File: config.mk
export PLATFORM = sky130hd
export DESIGN_NAME = pong_score_ctrl
export DESIGN_NICKNAME = d
export VERILOG_FILES = /design/src/rtl/pong_pkg.sv /design/src/rtl/bcd_add1_2d.sv /design/src/rtl/pong_score_ctrl.sv
export SDC_FILE = /design/constraint.sdc
export NUM_CORES = 1
export LEC_CHECK = 0
export BUFFER_PORTS_ARGS = -buffer_cell sky130_fd_sc_hd__buf_4
export CAP_MARGIN = 40
export CORE_AREA = 8 8 95 97
export DETAILED_ROUTE_END_ITERATION = 8
export DIE_AREA = 0 0 103 105
export PLACE_DENSITY = 0.4
export SKIP_CTS_REPAIR_TIMING = 1
export SYNTH_ARGS = -nofsm -noshare
export SYNTH_HDL_FRONTEND = slang
export SYNTH_SLANG_ARGS = --single-unit
File: constraint.sdc
create_clock -name clk -period 3.5 [get_ports clk]
set_input_delay 0.7 -clock clk [delete_from_list [all_inputs] [get_ports clk]]
set_output_delay 0.7 -clock clk [all_outputs]
set_load 0.02 [all_outputs]
File: src/rtl/pong_pkg.sv
// Shared types and constants for the ping-pong score path.
// Scores are two-digit BCD {tens,units}; sides are encoded 0 = left, 1 = right.
// Pure declarations, no logic.
package pong_pkg;

  typedef logic [7:0] bcd2_t;

  typedef enum logic {
    PLAY = 1'b0,
    OVER = 1'b1
  } score_state_t;

  typedef enum logic {
    LEFT  = 1'b0,
    RIGHT = 1'b1
  } side_t;

  localparam bcd2_t BCD_MAX = 8'h99;

  // Lead register saturates symmetrically so it can never wrap sign.
  localparam logic signed [7:0] LEAD_MAX = 8'sd127;
  localparam logic signed [7:0] LEAD_MIN = -8'sd127;

endpackage

File: src/rtl/bcd_add1_2d.sv
// Two-digit BCD increment, saturating at 99; passes the input through when disabled.
// Latency: combinational, 0 cycles.
// Backpressure: none.
module bcd_add1_2d
  import pong_pkg::*;
(
  input  logic  i_en,
  input  bcd2_t i_val,
  output bcd2_t o_val
);

  logic [3:0] w_tens;
  logic [3:0] w_units;

  assign w_tens  = i_val[7:4];
  assign w_units = i_val[3:0];

  // Units 9 rolls to 0 and carries into tens; 99 holds.
  always_comb begin
    o_val = i_val;
    if (i_en && (i_val != BCD_MAX)) begin
      if (w_units == 4'd9) begin
        o_val = {w_tens + 4'd1, 4'd0};
      end else begin
        o_val = {w_tens, w_units + 4'd1};
      end
    end
  end

endmodule

File: src/rtl/pong_score_ctrl.sv
// Score keeper: BCD scores, lead, win detection and serve rotation for one game.
// Latency: 1 cycle from a sampled pulse to registered outputs.
// Backpressure: none; every cycle's pulses are consumed, new_game beats points.
module pong_score_ctrl
  import pong_pkg::*;
#(
  parameter bcd2_t WIN_SCORE  = 8'h11,
  parameter bit    WIN_BY_TWO = 1'b1
) (
  input  logic       clk,
  input  logic       rst_n,
  input  logic       pt_left,
  input  logic       pt_right,
  input  logic       new_game,
  output logic [7:0] score_left,
  output logic [7:0] score_right,
  output logic       game_over,
  output logic       winner,
  output logic       serve_side
);

  // Both scores at or above this put the game in the alternating-serve region.
  localparam bcd2_t DEUCE_SCORE = WIN_SCORE - 8'd1;

  score_state_t      r_state,     w_state_nxt;
  bcd2_t             r_score_l,   w_score_l_nxt;
  bcd2_t             r_score_r,   w_score_r_nxt;
  logic signed [7:0] r_lead,      w_lead_nxt;
  logic              r_parity,    w_parity_nxt;
  logic              r_game_over, w_game_over_nxt;
  side_t             r_winner,    w_winner_nxt;
  side_t             r_serve,     w_serve_nxt;

  logic              w_accept;
  logic              w_acc_l;
  logic              w_acc_r;
  bcd2_t             w_inc_l;
  bcd2_t             w_inc_r;
  logic signed [7:0] w_lead_upd;
  logic              w_deuce;
  logic              w_elig_l;
  logic              w_elig_r;

  // A point counts only while playing and only when exactly one side pulses.
  assign w_accept = (r_state == PLAY) && (pt_left ^ pt_right);
  assign w_acc_l  = w_accept && pt_left;
  assign w_acc_r  = w_accept && pt_right;

  bcd_add1_2d u_add_left (
    .i_en  (w_acc_l),
    .i_val (r_score_l),
    .o_val (w_inc_l)
  );

  bcd_add1_2d u_add_right (
    .i_en  (w_acc_r),
    .i_val (r_score_r),
    .o_val (w_inc_r)
  );

  // Lead moves toward the scorer and saturates at +/-127.
  always_comb begin
    w_lead_upd = r_lead;
    if (w_acc_l && (r_lead != LEAD_MAX)) begin
      w_lead_upd = r_lead + 8'sd1;
    end else if (w_acc_r && (r_lead != LEAD_MIN)) begin
      w_lead_upd = r_lead - 8'sd1;
    end
  end

  // Post-update scores are used so the winning point and deuce serve are judged together.
  assign w_deuce  = (w_inc_l >= DEUCE_SCORE) && (w_inc_r >= DEUCE_SCORE);
  assign w_elig_l = w_acc_l && (w_inc_l >= WIN_SCORE) &&
                    (!WIN_BY_TWO || (w_lead_upd >= 8'sd2));
  assign w_elig_r = w_acc_r && (w_inc_r >= WIN_SCORE) &&
                    (!WIN_BY_TWO || (w_lead_upd <= -8'sd2));

  // Next-state and next-output selection: new_game first, then accepted points.
  always_comb begin
    w_state_nxt     = r_state;
    w_score_l_nxt   = r_score_l;
    w_score_r_nxt   = r_score_r;
    w_lead_nxt      = r_lead;
    w_parity_nxt    = r_parity;
    w_game_over_nxt = r_game_over;
    w_winner_nxt    = r_winner;
    w_serve_nxt     = r_serve;
    if (new_game) begin
      w_state_nxt     = PLAY;
      w_score_l_nxt   = 8'h00;
      w_score_r_nxt   = 8'h00;
      w_lead_nxt      = 8'sd0;
      w_parity_nxt    = 1'b0;
      w_game_over_nxt = 1'b0;
      w_winner_nxt    = LEFT;
      // The loser of a finished game serves first; otherwise left serves.
      w_serve_nxt     = (r_state == OVER) ? side_t'(~r_winner) : LEFT;
    end else if (w_accept) begin
      w_score_l_nxt = w_inc_l;
      w_score_r_nxt = w_inc_r;
      w_lead_nxt    = w_lead_upd;
      w_parity_nxt  = ~r_parity;
      // Parity wrapping 1->0 marks every second point; deuce flips every point.
      if (w_deuce || r_parity) begin
        w_serve_nxt = side_t'(~r_serve);
      end
      if (w_elig_l || w_elig_r) begin
        w_state_nxt     = OVER;
        w_game_over_nxt = 1'b1;
        w_winner_nxt    = w_elig_r ? RIGHT : LEFT;
      end
    end
  end

  // State and output registers with synchronous active-low reset.
  always_ff @(posedge clk) begin
    if (!rst_n) begin
      r_state     <= PLAY;
      r_score_l   <= 8'h00;
      r_score_r   <= 8'h00;
      r_lead      <= 8'sd0;
      r_parity    <= 1'b0;
      r_game_over <= 1'b0;
      r_winner    <= LEFT;
      r_serve     <= LEFT;
    end else begin
      r_state     <= w_state_nxt;
      r_score_l   <= w_score_l_nxt;
      r_score_r   <= w_score_r_nxt;
      r_lead      <= w_lead_nxt;
      r_parity    <= w_parity_nxt;
      r_game_over <= w_game_over_nxt;
      r_winner    <= w_winner_nxt;
      r_serve     <= w_serve_nxt;
    end
  end

  assign score_left  = r_score_l;
  assign score_right = r_score_r;
  assign game_over   = r_game_over;
  assign winner      = r_winner;
  assign serve_side  = r_serve;

endmodule
Word-level counts from Yosys, hierarchy flattened
Cells that the tools add are included.
W data, S select, Z words.
Storage, ports and cells
  flip-flop bits (word level): 28
  word-level logic and storage cells: 61
Operators by class
  add/sub/neg operators: 6
  order comparisons: 6
  equal/unequal tests: 6
  mux-type cells: 11
  bitwise logic cells: 6
  reduce and logical (&&, ||, !) cells: 19
Operators with widths (count)
  $mux W8: 6
  $ge A8 B5 Y1 const B: 4
  $ne A8 B8 Y1 const B: 4
  $add A4 B1 Y4 const B: 4
  $logic_and A1 B1 Y1: 12
  $add A8 B2 Y8 const B: 1
  $eq A4 B4 Y1 const B: 2
  $ge A8 B3 Y1 const B: 1
  $le A8 B2 Y1 const B: 1
  $sub A8 B2 Y8 const B: 1
  $mux W1: 5
  $not A1 Y1: 5
  $reduce_and A2 Y1: 2
  $reduce_bool A2 Y1: 2
  $logic_or A1 B1 Y1: 2
  $reduce_or A2 Y1: 1
  $xor A1 B1 Y1: 1

Longest topological paths before layout
Gate-level depths: netlist of the first run.
  word-level depth: 11
  mapped depth: 9
  gate-level depth less buffers: 9

Modules after synthesis
Synthesis of the first run repeated with hierarchy kept, for this count alone.
Second synthesis, totals
  cells, all modules: 220
  area total of the unflattened synthesis: 1879.3 um^2
By module, submodules not included
  pong_score_ctrl: instances 1, cells each 162, area each 1483.9 um^2, sequential area each 560.5 um^2
  bcd_add1_2d: instances 2, cells each 29, area each 197.7 um^2, sequential area each 0.0 um^2

Least setup slack after synthesis of the first run
Ideal clock, no wire load.
  path kind: input-to-reg
  from: input port pt_right
  to: register r_winner, in the netlist winner
  setup time: 0.133 ns
  data arrival time: 2.252 ns
  slack: 1.114 ns
  stages: 8
  path buffers: 1
  cell sequence: buf_4 -> nor3b_2 -> o21a_1 -> nand4_1 -> a21boi_0 -> xor2_1 -> o31ai_1 -> o21ai_0
Between the ends
  word-level cells in the longest chain between the ends: 10
  elaborated cells on any way between the ends: 23
  those cells by class: 4 x order compare; 5 x mux; 1 x bitwise; 13 x reduce/logical
RTL lines
  start: declaration: RTL line pong_score_ctrl.sv:13  | input logic pt_right,
  $xor A1 B1 Y1: RTL line pong_score_ctrl.sv:45  | assign w_accept = (r_state == PLAY) && (pt_left ^ pt_right);
  $logic_and A1 B1 Y1: RTL line pong_score_ctrl.sv:45
  $logic_and A1 B1 Y1 (on tied branches): RTL line pong_score_ctrl.sv:47, pong_score_ctrl.sv:46
  $logic_and A1 B1 Y1 (on tied branches): RTL line pong_score_ctrl.sv:66, bcd_add1_2d.sv:21
  $mux W8 (on tied branches): RTL line pong_score_ctrl.sv:66, bcd_add1_2d.sv:21
  $mux W8 (tied with other cells): RTL line pong_score_ctrl.sv:64  | if (w_acc_l && (r_lead != LEAD_MAX)) begin
  $ge A8 B3 Y1 (tied with other cells): RTL line pong_score_ctrl.sv:74  | (!WIN_BY_TWO || (w_lead_upd >= 8'sd2));
  $logic_and A1 B1 Y1 (on tied branches): RTL line pong_score_ctrl.sv:73, pong_score_ctrl.sv:75
  $logic_or A1 B1 Y1: RTL line pong_score_ctrl.sv:107  | if (w_elig_l || w_elig_r) begin
  $reduce_and A2 Y1 (no source line)
  end signal: assignment: RTL line pong_score_ctrl.sv:133  | r_winner <= w_winner_nxt;
  end: declaration: RTL line pong_score_ctrl.sv:31  | side_t r_winner, w_winner_nxt;
Several ways; a longest one is shown, not always the timed one.
A chain may end at the register's enable or synchronous reset.

Final worst setup path of the first run
Same ends and word-level chain as after synthesis.

==> results.tsv, run 1 <==
stage	metric	value	unit
worst_setup_path	WP data arrival	2.56	ns
logic_synthesis	EDFF count, synth	0	
timing	Max Freq	414	MHz
layout	Core Util, Final	27.9	%
die	Initial Util	24.2	%
die	Site Rows	32	
clock_network	clock sinks	28	
die	IO Pins	24	
clock_network	clk slew on worst S/H paths	0.09	ns
routing	DRT antenna net count	0	
logic_synthesis	Compound-Gate Fraction of Synth Area	17.6	%
timing	minimum clock period	2.42	ns
clock_network	CTS Buffer Depth	2	
worst_setup_path	WS Path Type	in -> reg	
routing	Avg Vias per Cell	4.75	
logic_synthesis	simple-gate share of the synthesized area	34.4	%
routing	WL/cell	13.4	um
logic_synthesis	Netlist cell types	55	
logic_synthesis	largest family of logic cells by synthesized area	simple AND/OR/NAND/NOR gates	
layout	ratio of cells with drive above 1 in the final layout	17.2	%
layout	fill count	854	
logic_synthesis	flops & latches, synth	28	
worst_setup_path	CP endpoint	winner	
job	max cap viols	0	
logic_synthesis	synthesized area per cell	8.41	sq um
placed_design	RePlAce Congestion	0.803	
worst_setup_path	CP required	3.64	ns
timing	fin worst setup slack	1.08	ns
placed_design	Detailed Place HPWL	3.37	mm
worst_setup_path	RR Startpoint	game_over	
layout	footprint of the multi-input gates	1180	sq um
logic_synthesis	post-synth net total	229	
worst_setup_path	Setup crit end kind	flop	
timing	Slew Viols, Final	0	
layout	P&R area growth vs syn	15.2	%
routing	Iter 0 DRT Violations	72	
clock_network	Clk Tree Root Cell	clkbuf_8	
global_routing	largest net degree at the start of global routing	19	
logic_synthesis	Post-synth top flop	dfxtp_1	
clock_network	CTS tree	built	
routing	drt first pass iters	4	
logic_synthesis	register area share after synthesis	30.7	%
global_routing	global-route wire length before repair	7.60	mm
timing	Worst-Margin Slew	0.689	ns
die	Core Footprint	7530	sq um
timing	period utilisation layout	69.1	%
logic_synthesis	async set-reset flop share out of synthesis	0	%
clock_network	cts bufs inserted	3	
timing	Sum Neg Setup Slack	0	ns
layout	# diodes	0	
power	PD cells	279	nW/um^2
logic_synthesis	Post-Synthesis Cells	217	
worst_hold_path	worst hold path class	reg -> reg	
logic_synthesis	mux cell area share after synthesis	0.549	%
routing	vias after detailed routing	1592	
die	die area	10800	sq um
timing	Setup-failing EPs final	0	
routing	total wire length	4.48	mm
timing	unrepaired setup endpoints after global routing	false	
layout	Final nets	247	
worst_setup_path	crit path max fanout	10	
worst_setup_path	FF-to-FF End	winner	
run_status	status	completed	
placed_design	pre-CTS WS	0.788	ns
global_routing	total track usage	8.57	%
die	Die W	103	um
worst_setup_path	CP Launch Type	input port	
timing	worst clock skew	0.00776	ns
logic_synthesis	Adder-Cell Fraction of Synth Area	4.80	%
layout	register area	561	sq um
die	Die Span Y	105	um
global_routing	vias in the first global route	1516	
worst_setup_path	r2r setup slk	1.13	ns
worst_setup_path	crit path launch	pt_right	
power	Peak VDD IR	0.125	mV
worst_setup_path	worst r2r path cells	7	
timing	slew margin rel.	54.0	%
global_routing	total gr overflow	0	
logic_synthesis	xor and xnor fraction of the mapped netlist area	7.20	%
global_routing	initial antenna violation count	0	
routing	Post-route DRC	0	
logic_synthesis	Synth Warn #	0	
logic_synthesis	synthesized area	1820	sq um
power	Leak	0.780	nW
placed_design	Buffers on Ports	23	
timing	Final Hold Fails	0	
clock_network	H-tree lvl count	1	
clock_network	clk_lat worst skew	0.27	ns
[placed cells by master, fill, tap and decap left out, types with 2 or more instances in the layout]
master and instances:
o2111ai_1 3, nand3_1 6, inv_1 6, a211oi_1 6
nand4_1 4, nand2_1 15, o31ai_1 3, nor3_1 8
buf_4 23, xnor2_1 10, nor2b_1 4, or3_1 3
nor2_1 24, nand3b_1 2, and2_1 10, ha_1 7
nor4_1 4, and4_1 3, nor3_4 2, nor3b_1 2
a31oi_1 3, clkbuf_8 3, o211a_1 2, dfxtp_1 28
and3b_1 2, o21ai_0 5, xor2_1 5, a21oi_1 12
or3b_2 2, o21a_1 2
[cell type report]
cell class                 count  area share, %
multi-input combinational    173           56.0
sequential                    28           26.7
timing repair buffer          23           8.22
tap                          102           6.08
clock buffer                   3           1.97
inverter                       6           1.07
[cell families after synthesis]
logic type,count (synthesis)
simple gates,104
flops,28
fa+ha+maj,7
mux,1
buf+inv,16
compound gates,46
xor+xnor,15
[flip-flops by register name (all words and copies together), names as in the netlist]
register,count
score_left,8
r_parity,1
r_lead,8
game_over,1
serve_side,1
score_right,8
winner,1
[per-layer routing]
| metal | global-route usage, % | vias up | wire length, um |
|---|---|---|---|
| li1 | - | 825 | - |
| met1 | 11.8 | 725 | 2220 |
| met2 | 13.0 | 38 | 2010 |
| met3 | 1.86 | 4 | 193 |
| met4 | 2.17 | 0 | 61 |
| met5 | 0 | - | 0 |
[worst max-delay path, stage by stage]
cell and delay [ns]:
buf_4 0.14, nor3b_2 0.47, o21a_1 0.31, nand4_1 0.11, a21boi_0 0.15, xor2_1 0.20
o31ai_1 0.31, o21ai_0 0.16
[how the worst min path moves through the flow]
| stage | slack [ns] | cells past startpoint | startpoint | end |
|---|---|---|---|---|
| finish | 0.53 | 2 | winner | winner |
| CTS | 0.52 | 2 | winner | winner |
| global route | 0.55 | 2 | winner | winner |
| global placement | 0.48 | 2 | winner | winner |
| detailed placement | 0.49 | 2 | winner | winner |
| floorplan | 0.50 | 2 | r_parity | r_parity |
[cells in the mapped netlist, types with 2 or more instances]
cell type  instances  area, sq um
and2_1            10         62.6
nor4_1             4         25.0
o21a_1             2         15.0
nand4_1            4         25.0
or3_1              3         18.8
nor3_4             2         32.5
and4_1             3         26.3
nand3_1            6         30.0
xnor2_1           10         87.6
o211a_1            2         20.0
a211oi_1           6         45.0
inv_1              6         22.5
o21ai_0            5         25.0
nand3b_1           2         15.0
nor3_1             8         40.0
and3b_1            2         17.5
or3b_2             2         17.5
o2111ai_1          3         26.3
ha_1               7         87.6
nor3b_1            2         15.0
nand2_1           15         56.3
clkbuf_8           2         27.5
xor2_1             5         43.8
dfxtp_1           28          561
nor2b_1            4         25.0
a21oi_1           12         60.1
clkbuf_1           6         22.5
o31ai_1            3         22.5
buf_4              2         15.0
a31oi_1            3         18.8
nor2_1            24         90.1
[where the power goes]
part	switching, mW	internal, mW	total (mW)
Clock	0.0994	0.0773	0.177
Combinational	0.0422	0.0329	0.0751
Sequential	0.0101	0.325	0.335
Total	0.152	0.435	0.587
[per-stage QoR]
stage	total power [mW]	cell area, sq um	instances	hold slack [ns]
after detailed placement	0.418	2060	332	0.487
after CTS	0.604	2100	335	0.516
final	0.587	2100	335	0.528
after floorplan	0.398	1820	217	0.498
after global routing	0.626	2100	335	0.551
after global placement	0.419	2060	332	0.476
(Power assumes the default switching activity.)
==> run 2: changes to the inputs <==
Settings changed: PLACE_DENSITY 0.4 to 0.42.
Clock period 3.5 ns to 2 ns, I/O delays scaled along.
==> run 2 against run 1 <==
Net effect:
- the flow now finishes with violations (setup timing)
- power increased by 99%
- largest power group unchanged
- utilization up 8.1 points
- cell count is 17% higher
- non-clock buffer count is 55 higher
==> results.tsv, run 2 (same netlist as run 1, synthesis figures left out) <==
stage	metric	value	unit	change
run_status	status	finished, violations left		
run_status	failing checks	setup timing		
clock_network	clk slew on worst S/H paths	0.10	ns	about the same
timing	fin worst setup slack	-0.0553	ns	-1.14 ns
routing	vias after detailed routing	1796		+13%
layout	most common cell after layout, fill and taps aside	buf_4		
routing	Avg Vias per Cell	4.59		-3.3%
die	Initial Util	24.2	%	unchanged
worst_setup_path	r2r setup slk	-0.06	ns	-1.19 ns
clock_network	H-tree lvl count	1		unchanged
power	clock share of power	31.2	%	+1.1 points
die	Die W	103	um	unchanged
power	Comb power frac	19.2	%	+6.4 points
worst_setup_path	crit path max fanout	6		-4
worst_setup_path	CP required	2.23	ns	-1.41 ns
global_routing	global-route wire length before repair	8.47	mm	+11%
clock_network	Clk Tree Root Cell	clkbuf_8		
global_routing	vias in the first global route	1736		+15%
clock_network	cts bufs inserted	3		unchanged
power	Seq pwr share	49.6	%	-7.5 points
global_routing	largest net degree at the start of global routing	18		-1
layout	# diodes	0		unchanged
timing	unrepaired setup endpoints after global routing	true		
power	Peak VDD IR	0.189	mV	+51%
layout	most frequent cells in the layout	buf_4, nor2_1, dfxtp_1		
layout	fill count	802		-6.1%
die	IO Pins	24		unchanged
die	Die Span Y	105	um	unchanged
clock_network	clock sinks	28		unchanged
routing	drt first pass iters	4		unchanged
routing	Post-route DRC	0		unchanged
timing	final hold slack	0.356	ns	-0.172 ns
worst_setup_path	crit path launch	game_over		
layout	P&R area growth vs syn	48.6	%	
worst_setup_path	FF-to-FF End	game_over		
clock_network	CTS Buffer Depth	2		unchanged
routing	Iter 0 DRT Violations	100		+39%
timing	Sum Neg Setup Slack	-0.123	ns	-0.123 ns
timing	minimum clock period	2.06	ns	
die	Site Rows	32		unchanged
placed_design	Detailed Place HPWL	4.03	mm	+20%
placed_design	pre-CTS WS	-0.292	ns	-1.08 ns
clock_network	clk_lat worst skew	0.28	ns	about the same
power	Sw Ratio	26.4	%	+0.59 points
worst_setup_path	RR Startpoint	game_over		
placed_design	Buffers on Ports	23		unchanged
power	PD cells	430	nW/um^2	+54%
global_routing	total gr overflow	0		unchanged
worst_setup_path	worst r2r path cells	7		unchanged
timing	Worst-Margin Slew	0.357	ns	-0.332 ns
worst_setup_path	CP Launch Type	flop		
die	die area	10800	sq um	unchanged
routing	total wire length	5.19	mm	+16%
global_routing	total track usage	9.73	%	+1.2 points
power	Leak	1.12	nW	+43%
timing	Slew Viols, Final	0		unchanged
worst_setup_path	CP endpoint	game_over		
power	P_sw	0.308	mW	+100%
layout	ratio of cells with drive above 1 in the final layout	42.6	%	+25 points
global_routing	initial antenna violation count	0		unchanged
worst_setup_path	Setup crit end kind	flop		
power	Int Pwr	0.858	mW	+97%
timing	Max Freq	487	MHz	
timing	worst clock skew	0.00782	ns	+0.0000550 ns
timing	slew margin rel.	76.1	%	+22 points
timing	Final Hold Fails	0		unchanged
worst_setup_path	WS Path Type	reg -> reg		
routing	DRT antenna net count	0		unchanged
placed_design	RePlAce Congestion	0.801		-0.22%
layout	Final nets	302		+22%
worst_setup_path	WP data arrival	2.28	ns	-0.28 ns
die	Core Footprint	7530	sq um	unchanged
job	max cap viols	0		unchanged
worst_hold_path	worst hold path class	in -> reg		
routing	WL/cell	13.3	um	-0.78%
timing	period utilisation layout	103	%	
clock_network	CTS tree	built		
timing	Setup-failing EPs final	3		+3
## run 2: power groups by stage
stage	registers [mW]	clock network, mW	logic [mW]
6_report	0.579	0.364	0.224
5_1_grt	0.581	0.420	0.246
3_5_place_dp	0.593	0	0.191
3_3_place_gp	0.593	0	0.192
2_1_floorplan	0.594	0	0.110
4_1_cts	0.580	0.392	0.192
## run 2: worst min path at each step
| stage | from | end | slack, ns | depth (start not counted) |
|---|---|---|---|---|
| after floorplan | r_parity | r_parity | 0.50 | 2 |
| after global placement | winner | winner | 0.47 | 2 |
| after detailed placement | winner | winner | 0.46 | 2 |
| after CTS | rst_n | serve_side | 0.34 | 2 |
| after global routing | rst_n | serve_side | 0.33 | 2 |
| final | rst_n | serve_side | 0.36 | 2 |
## run 2: per-stage QoR
step	area (sq um)	std cells	util (%)	power [mW]
final	2710	391	36.0	1.17
after global routing	2710	391	36.0	1.25
after CTS	2550	388	33.9	1.16
after detailed placement	2490	384	33.1	0.784
after global placement	2490	384	33.1	0.785
after floorplan	1890	217	-	0.704
## run 2: per-layer routing
metal  part of all wire, %  up-vias  GRT usage, %
li1                      -      932             -
met1                    48      842          12.8
met2                    48       18          15.6
met3                   3.2        4          1.92
met4                  0.98        0          2.48
met5                     0        -             0
## run 2: worst max-delay path: stages, from the launching register on
cell and delay [ns]:
dfxtp_4 0.39, or3b_4 0.44, nor3_4 0.28, xnor2_2 0.14, a31oi_1 0.19, o2111ai_2 0.17, a311o_1 0.30, nand3_1 0.08
## run 2: area by class of cell
| type | instances | area (sq um) | area share [%] |
|---|---|---|---|
| Tap cell | 102 | 128 | 4.71 |
| Inverter | 6 | 22.5 | 0.831 |
| Clock buffer | 4 | 55.1 | 2.03 |
| Sequential cell | 28 | 576 | 21.2 |
| Multi-Input combinational cell | 173 | 1350 | 49.6 |
| Timing Repair Buffer | 78 | 586 | 21.6 |
==> run 3: changes to the inputs <==
Settings changed: CORE_AREA 8 8 95 97 to 8 8 74 125, DIE_AREA 0 0 103 105 to 0 0 82 133.
==> run 3 against run 2 <==
Net effect:
- the flow still finishes with violations (setup timing)
- combinational power rose by 6%
- clock-buffer cell count fell by 1
- register-to-register slack improved by 0.03 ns
- critical path depth rose by 2
- sequential share of layout area fell by 0.59 points
- global-route usage rose by 1.3 points
- fmax rose by 1.7%
- worst setup slack improved by 0.033 ns
- final area rose by 3.7%
- cell count fell by 2.8%
- largest cell class unchanged
==> results.tsv, run 3 (same netlist as run 1, synthesis figures left out) <==
stage	metric	value	unit	change
clock_network	cts bufs inserted	3		unchanged
timing	Final Hold Fails	0		unchanged
layout	P&R area growth vs syn	54.2	%	
clock_network	CTS Buffer Depth	2		unchanged
timing	slew margin rel.	71.6	%	-4.5 points
global_routing	busiest grt layer	met2		
layout	fin area	2810	sq um	+3.7%
placed_design	pre-CTS WS	-0.297	ns	-0.00564 ns
routing	WL/cell	15.4	um	+16%
global_routing	total track usage	11.1	%	+1.3 points
global_routing	initial antenna violation count	0		unchanged
timing	Setup-failing EPs final	2		-1
timing	Max Freq	495	MHz	+1.7%
clock_network	clock sinks	28		unchanged
placed_design	placed standard-cell area	2500	sq um	+0.20%
layout	most common cell after layout, fill and taps aside	buf_4		
layout	ratio of cells with drive above 1 in the final layout	46.6	%	+4.0 points
worst_setup_path	CP required	2.15	ns	-0.08 ns
worst_setup_path	Setup crit end kind	flop		
worst_setup_path	crit path max fanout	4		-2
clock_network	H-tree lvl count	1		unchanged
routing	DRT antenna net count	0		unchanged
worst_setup_path	Worst path slowest cell	dfxtp_4		
die	Die W	82	um	-20%
worst_setup_path	worst-path cell chain	inv_2 > ha_2 > and3b_2 > a211oi_4 > a21oi_2 > xnor2_2 > nand4_1 > o31ai_2 > nand3_1		
routing	Iter 0 DRT Violations	42		-58%
timing	minimum clock period	2.02	ns	-0.0334 ns
clock_network	CTS tree	built		
clock_network	clk slew on worst S/H paths	0.07	ns	-0.03 ns
worst_setup_path	CP Launch Type	flop		
routing	drt first pass iters	4		unchanged
worst_setup_path	WP data arrival	2.17	ns	-0.11 ns
job	max cap viols	0		unchanged
clock_network	Clk Tree Root Cell	clkbuf_16		
routing	Post-route DRC	0		unchanged
die	Die Span Y	133	um	+27%
layout	Final nets	305		+0.99%
worst_hold_path	worst hold path class	in -> reg		
timing	Sum Neg Setup Slack	-0.0431	ns	+0.0795 ns
power	PD cells	509	nW/um^2	+18%
die	Core Footprint	7460	sq um	-0.86%
layout	Core Util, Final	37.7	%	+1.7 points
die	Site Rows	42		+31%
routing	Avg Vias per Cell	4.95		+7.8%
timing	period utilisation layout	101	%	-1.7 points
timing	unrepaired setup endpoints after global routing	true		
die	Initial Util	24.4	%	+0.21 points
worst_setup_path	max incr delay on CP	0.38	ns	-0.06 ns
routing	total wire length	5.84	mm	+13%
timing	fin worst setup slack	-0.0219	ns	+0.0334 ns
layout	most frequent cells in the layout	buf_4, nor2_1, dfxtp_1		
die	die area	10900	sq um	+0.84%
global_routing	met2 Use GR	21.1	%	+5.5 points
timing	Worst-Margin Slew	0.420	ns	+0.0630 ns
worst_setup_path	WS Path Type	reg -> reg		
global_routing	largest net degree at the start of global routing	18		unchanged
global_routing	met3 Track Usage GR	1.15	%	-0.77 points
power	Peak VDD IR	0.309	mV	+64%
global_routing	total gr overflow	0		unchanged
global_routing	met1 usage	10.1	%	-2.7 points
run_status	failing checks	setup timing		
run_status	status	finished, violations left		
global_routing	global-route wire length before repair	9.32	mm	+10%
placed_design	Detailed Place HPWL	4.68	mm	+16%
global_routing	vias in the first global route	1947		+12%
timing	Slew Viols, Final	0		unchanged
die	IO Pins	24		unchanged
placed_design	RePlAce Congestion	0.779		-2.7%
routing	vias after detailed routing	1881		+4.7%
placed_design	Buffers on Ports	23		unchanged
layout	# diodes	0		unchanged
timing	worst clock skew	0.00263	ns	-0.00519 ns
power	Leak	1.18	nW	+5.4%
clock_network	clk_lat worst skew	0.27	ns	about the same
run 3: changes by cell type in the layout (fill, tap and decap cells not counted), moves of 3 or more:
cell,change
dfxtp_2,+4
clkbuf_16,+3
clkbuf_8,-4
dfxtp_1,-4
run 3: final timing paths:
| kind | startpoint | cells after the start | slack, ns | end |
|---|---|---|---|---|
| hold / removal | rst_n | 2 | 0.38 | serve_side |
| hold reg to reg | winner | 2 | 0.48 | winner |
| setup reg to reg | r_lead[1] | 9 | -0.02 | game_over |
| setup / recovery | r_lead[1] | 9 | -0.02 | game_over |
run 3: final cells by class:
| type | instances | area (sq um) |
|---|---|---|
| Clock buffer | 3 | 75.1 |
| Fill cell | 812 | 4650 |
| Tap cell | 88 | 110 |
| Timing Repair Buffer | 81 | 612 |
| Sequential cell | 28 | 581 |
| Multi-Input combinational cell | 173 | 1380 |
| Inverter | 6 | 22.5 |
| Clock inverter | 1 | 30.0 |
run 3: per-layer routing:
metal,wire [um],vias up
li1,-,942
met1,2010,903
met2,3500,24
met3,104,12
met4,234,0
met5,0,-
run 3: worst max-delay path, delay by kind of cell, from the launching register on:
family / cells / cell delay [ns]
fa+ha+maj: 1 / 0.17
compound gates: 3 / 0.62
buf+inv: 1 / 0.04
flops: 1 / 0.38
simple gates: 3 / 0.51
xor+xnor: 1 / 0.17
run 3: power breakdown:
group / internal (mW) / leakage [nW] / total, mW / switching [mW]
Combinational: 0.125 / 0.894 / 0.238 / 0.114
Clock: 0.399 / 0.0511 / 0.608 / 0.208
Sequential: 0.567 / 0.232 / 0.585 / 0.0179
run 3: metrics by stage:
stage                     hold WS (ns)  total power, mW  cells
after floorplan                  0.498            0.704    217
after global placement           0.482            0.801    373
after detailed placement         0.483            0.800    373
after CTS                        0.366             1.43    377
after global routing             0.371             1.50    380
final                            0.375             1.43    380
